<file path="src/rtl/serdes_pkg.sv">
// Shared serdes definitions: FSM encodings, default word width,
// and the bit-counter width helper.
package serdes_pkg;

  localparam int DEF_WIDTH = 32;

  typedef enum logic [1:0] {
    IDLE   = 2'd0,
    SHIFT  = 2'd1,
    PARITY = 2'd2
  } state_t;

  function automatic int cnt_width(input int w);
    return (w < 2) ? 1 : $clog2(w);
  endfunction

endpackage

</file>
<file path="src/rtl/deser_bit_counter.sv">
// Loadable up-counter for the deserializer bit index.
// tc flags the last data bit (WIDTH-1).
module deser_bit_counter
  import serdes_pkg::*;
#(
  parameter int WIDTH = DEF_WIDTH
) (
  input  logic clk,
  input  logic rst_n,
  input  logic load,
  input  logic inc,
  output logic tc
);

  localparam int CW = cnt_width(WIDTH);
  localparam logic [CW-1:0] LAST = CW'(WIDTH - 1);

  logic [CW-1:0] cnt;

  always_ff @(posedge clk or negedge rst_n) begin
    if (!rst_n) begin
      cnt <= '0;
    end else if (load) begin
      cnt <= '0;
    end else if (inc) begin
      cnt <= cnt + 1'b1;
    end
  end

  assign tc = (cnt == LAST);

endmodule

</file>
<file path="src/rtl/deserializer.sv">
// Serial-to-parallel receiver, MSB first, one-cycle valid pulse.
// Optional even-parity bit when DESER_PARITY_EN is defined.
module deserializer
  import serdes_pkg::*;
#(
  parameter int WIDTH = DEF_WIDTH
) (
  input  logic             clk,
  input  logic             rst_n,
  input  logic             en,
  input  logic             data_in,
  output logic [WIDTH-1:0] data_out,
  output logic             valid,
`ifdef DESER_PARITY_EN
  output logic             parity_err,
`endif
  output logic             busy
);

  state_t           state;
  logic [WIDTH-1:0] sreg;
  logic             tc;

  deser_bit_counter #(
    .WIDTH (WIDTH)
  ) u_cnt (
    .clk   (clk),
    .rst_n (rst_n),
    .load  (state == IDLE),
    .inc   (state == SHIFT),
    .tc    (tc)
  );

  always_ff @(posedge clk or negedge rst_n) begin
    if (!rst_n) begin
      state      <= IDLE;
      sreg       <= '0;
      data_out   <= '0;
      valid      <= 1'b0;
      busy       <= 1'b0;
`ifdef DESER_PARITY_EN
      parity_err <= 1'b0;
`endif
    end else begin
      valid <= 1'b0;
      case (state)
        IDLE: begin
          if (en) begin
            state <= SHIFT;
            busy  <= 1'b1;
          end
        end
        SHIFT: begin
          sreg <= {sreg[WIDTH-2:0], data_in};
          if (tc) begin
`ifdef DESER_PARITY_EN
            state <= PARITY;
`else
            data_out <= {sreg[WIDTH-2:0], data_in};
            valid    <= 1'b1;
            busy     <= 1'b0;
            state    <= IDLE;
`endif
          end
        end
`ifdef DESER_PARITY_EN
        PARITY: begin
          // word is complete in sreg; data_in is the parity bit
          data_out   <= sreg;
          parity_err <= ^{sreg, data_in};
          valid      <= 1'b1;
          busy       <= 1'b0;
          state      <= IDLE;
        end
`endif
        default: begin
          state <= IDLE;
          busy  <= 1'b0;
        end
      endcase
    end
  end

endmodule

</file>
<file path="config.mk">
export PLATFORM = sky130hd
export DESIGN_NAME = deserializer
export DESIGN_NICKNAME = d
export VERILOG_FILES = /design/src/rtl/serdes_pkg.sv /design/src/rtl/deser_bit_counter.sv /design/src/rtl/deserializer.sv
export SDC_FILE = /design/constraint.sdc
export NUM_CORES = 1
export LEC_CHECK = 0
export ABC_AREA = 1
export CORE_AREA = 10 10 85 87
export CTS_CLUSTER_DIAMETER = 200
export DETAILED_ROUTE_END_ITERATION = 7
export DIE_AREA = 0 0 95 97
export PLACE_DENSITY = 0.74
export SETUP_SLACK_MARGIN = 0.05
export SLEW_MARGIN = 10
export SYNTH_ARGS = -nofsm -noshare
export SYNTH_HDL_FRONTEND = slang
export SYNTH_SLANG_ARGS = --single-unit
</file>
<file path="constraint.sdc">
create_clock -name clk -period 2.75 [get_ports clk]
set_input_delay 0.55 -clock clk [delete_from_list [all_inputs] [get_ports clk]]
set_output_delay 0.55 -clock clk [all_outputs]
set_load 0.01 [all_outputs]
</file>
==> results by group <==
Synthesis
  – Register area share after synthesis: 0.6239
  – Syn Nets: 270
  – Mux cell area share after synthesis: 0
  – Adder-Cell Fraction of Synth Area: 0.008913
  – Yosys top cell by area: dfrtp_1
  – Compound-cell area share of the yosys netlist: 0.1569
  – Yosys warning count: 0
  – Count of cell types in the netlist: 17
  – #FFs+latches synth: 70
  – Synth top area share: 0.6239
  – Mapped Cells: 264
  – Mean Syn Cell Area: 10.64 um2
  – Post-synthesis xor/xnor area fraction: 0
  – Synth Cell Area: 2808 um2
  – Area share of and/or/nand/nor cells after synthesis: 0.1123
  – Largest cells by area after synthesis: dfrtp_1, o21ai_2, nand2_1
  – Main combinational cell family by area after synthesis: compound AO/OA/AOI/OAI gates

Floorplanning
  – Core Box Area: 5473 um2
  – Row count: 27
  – Die height: 97 um
  – Die width: 95 um
  – Top Ports: 38
  – Initial core utilization: 0.5130
  – Die ar.: 9215 um2

CTS
  – Worst-Skew Late Latency: 330 ps
  – Post-CTS sizing: 0
  – Clock Tree Buf Depth: 2
  – Clk sinks: 70
  – CTS tree: built
  – Setup repair bufs after CTS: 0
  – CTS Hold Bufs: 0
  – Number of buffers created by CTS: 9
  – Clk root buf: clkbuf_8
  – Clock transition at the registers of the reported paths: 70 ps
  – H-tree Lvls: 3

Power and ir drop
  – Internal power: 2.593 mW
  – Power Density: 1166 nW/um2
  – Sequential share of power: 0.444
  – Sw frac: 0.3379
  – Total power after layout: 3.917 mW
  – Clock power share: 0.209
  – Pleak: 1.651 nW
  – NetSw: 1.324 mW
  – Combinational share of power: 0.348
  – Worst vdd ir: 0.0005735 V

Critical path
  – Cell count along the critical path: 1
  – Req. time, crit path: 2200 ps
  – Critical path, cell by cell: clkdlybuf4s50_1
  – Critical path launch point type: register
  – Crit path DAT: 1570 ps
  – Worst setup EP type: output pin
  – Crit path largest cell delay: 630 ps
  – Worst Path Max Fanout: 23
  – Crit-path leading delay family: buffers and inverters
  – CP Class: register to output pin
  – Worst Reg2Reg Path Length in Cells: 8
  – Worst path slowest cell: clkdlybuf4s50_1
  – CP bufs+invs: 1

STA
  – Least-Margin Pin Slew: 472.8 ps
  – Setup Viol. Count Final: 0
  – Setup_tns: 0 ps
  – Worst Setup Slack, final: 628.5 ps
  – Clk_skew: 10.91 ps
  – Final min period: 2121 ps
  – Final hold viol count: 0
  – Headroom to the max-slew limit: 0.6848
  – Final Hold Slack: 114.6 ps
  – Slew Viols, Final: 0
  – Fin crit share: 0.7714
  – RSZ-0062 raised after global routing: no
  – Fmax: 471.4 MHz

Routing
  – DR WL/cell: 12.05 um
  – Routed Antenna Nets: 0
  – Vias: 1757
  – DRC violations left: 0
  – Post-DR vias/cell: 4.648
  – Detailed Route WL: 4556 um
  – Drt first pass iters: 4
  – Iteration-0 DRC count of the detailed router: 93

GRT
  – Initial antenna violation count: 0
  – Vias in the first global route: 1716
  – First-pass GRT wire length: 7997 um
  – Gr usage total: 0.1077
  – Grt total ovfl: 0
  – Largest net degree at the start of global routing: 65

Layout
  – Antenna cells: 0
  – # fillers: 477
  – Area growth, synth to finish: 19.70%
  – Utilization after layout: 0.6141
  – Share of cells above drive strength 1: 0.1797
  – Final Net Count: 307

Place
  – GP Congestion: 0.7465
  – Post-Place Worst Slack: 978.7 ps
  – Post-DP HPWL: 3094 um
  – Buffers on Ports: 37

Worst hold path
  – Worst Hold Class: input pin to asynchronous set/reset pin

Flow run
  – Max_cap viols: 0

Status
  – Outcome: complete, no violations
[per-stage QoR]
step	cell area (um2)	cells
after floorplan	2808	264
after global placement	3159	362
after detailed placement	3159	362
after CTS	3361	378
after global routing	3361	378
final	3361	378
[path summary, 6_finish.rpt]
check | end | slack [ps] | start
max | busy | 630 | busy
min | sreg[25] | 110 | rst_n
max reg2reg | data_out[0] | 1030 | u_cnt.cnt[0]
min reg2reg | u_cnt.cnt[0] | 470 | u_cnt.cnt[0]
max in group asynchronous | sreg[20] | 1990 | rst_n
min in group clk | u_cnt.cnt[0] | 470 | u_cnt.cnt[0]
[flip-flops by register name, indices dropped and copies added (netlist names)]
signal and flops:
busy 1, data_out 32, sreg 31, u_cnt.cnt 5
valid 1
[synthesized netlist by cell type (all sizes together)]
master / instances
nand2: 71
dfrtp: 70
o21ai: 63
inv: 36
buf: 12
nor2: 6
clkbuf: 2
ha: 2
a21oi: 1
nand3: 1
[routing by layer]
layer  part of all wire  up-vias  GRT usage
met4              0.023        0    0.06522
met1               0.45      822     0.1290
met5                  0        -          0
met3              0.077       10    0.04086
met2               0.45       32     0.1586
li1                   -      893          -
[cell type report]
type / count / area [um2] / area share
inverters: 36 / 135.1 / 0.04021
clock buffers: 13 / 158.9 / 0.04728
multi-input cells: 144 / 780.7 / 0.2323
clock inverters: 3 / 42.54 / 0.01266
well taps: 72 / 90.09 / 0.02681
repair buffers: 40 / 400.4 / 0.1191
flip-flops and latches: 70 / 1753 / 0.5216
[power by group through the flow]
stage / Clock (mW) / Sequential, mW / Combinational (mW)
2_1_floorplan: 0 / 1.78 / 0.828
3_3_place_gp: 0 / 1.74 / 1.36
3_5_place_dp: 0 / 1.75 / 1.40
4_1_cts: 0.840 / 1.74 / 1.41
5_1_grt: 0.887 / 1.80 / 1.56
6_report: 0.817 / 1.74 / 1.36
[cell usage in the layout (no fill, tap or decap), drive strengths merged]
cell type,n
clkinv,1
nor2,6
nand2,71
o21ai,63
ha,2
a21oi,1
clkinvlp,1
dfrtp,70
buf,4
clkbuf,13
clkdlybuf4s50,36
nand3,1
bufinv,1
inv,36
[logic make-up (layout without fill, tap and decap cells)]
kind of cell / Yosys count / count (layout)
AOI/OAI and AO/OA: 64 / 64
buffers and inverters: 50 / 92
adders and majority gates: 2 / 2
and+or+nand+nor: 78 / 78
DFF: 70 / 70
No activity file was read; power rests on OpenSTA's default activity.
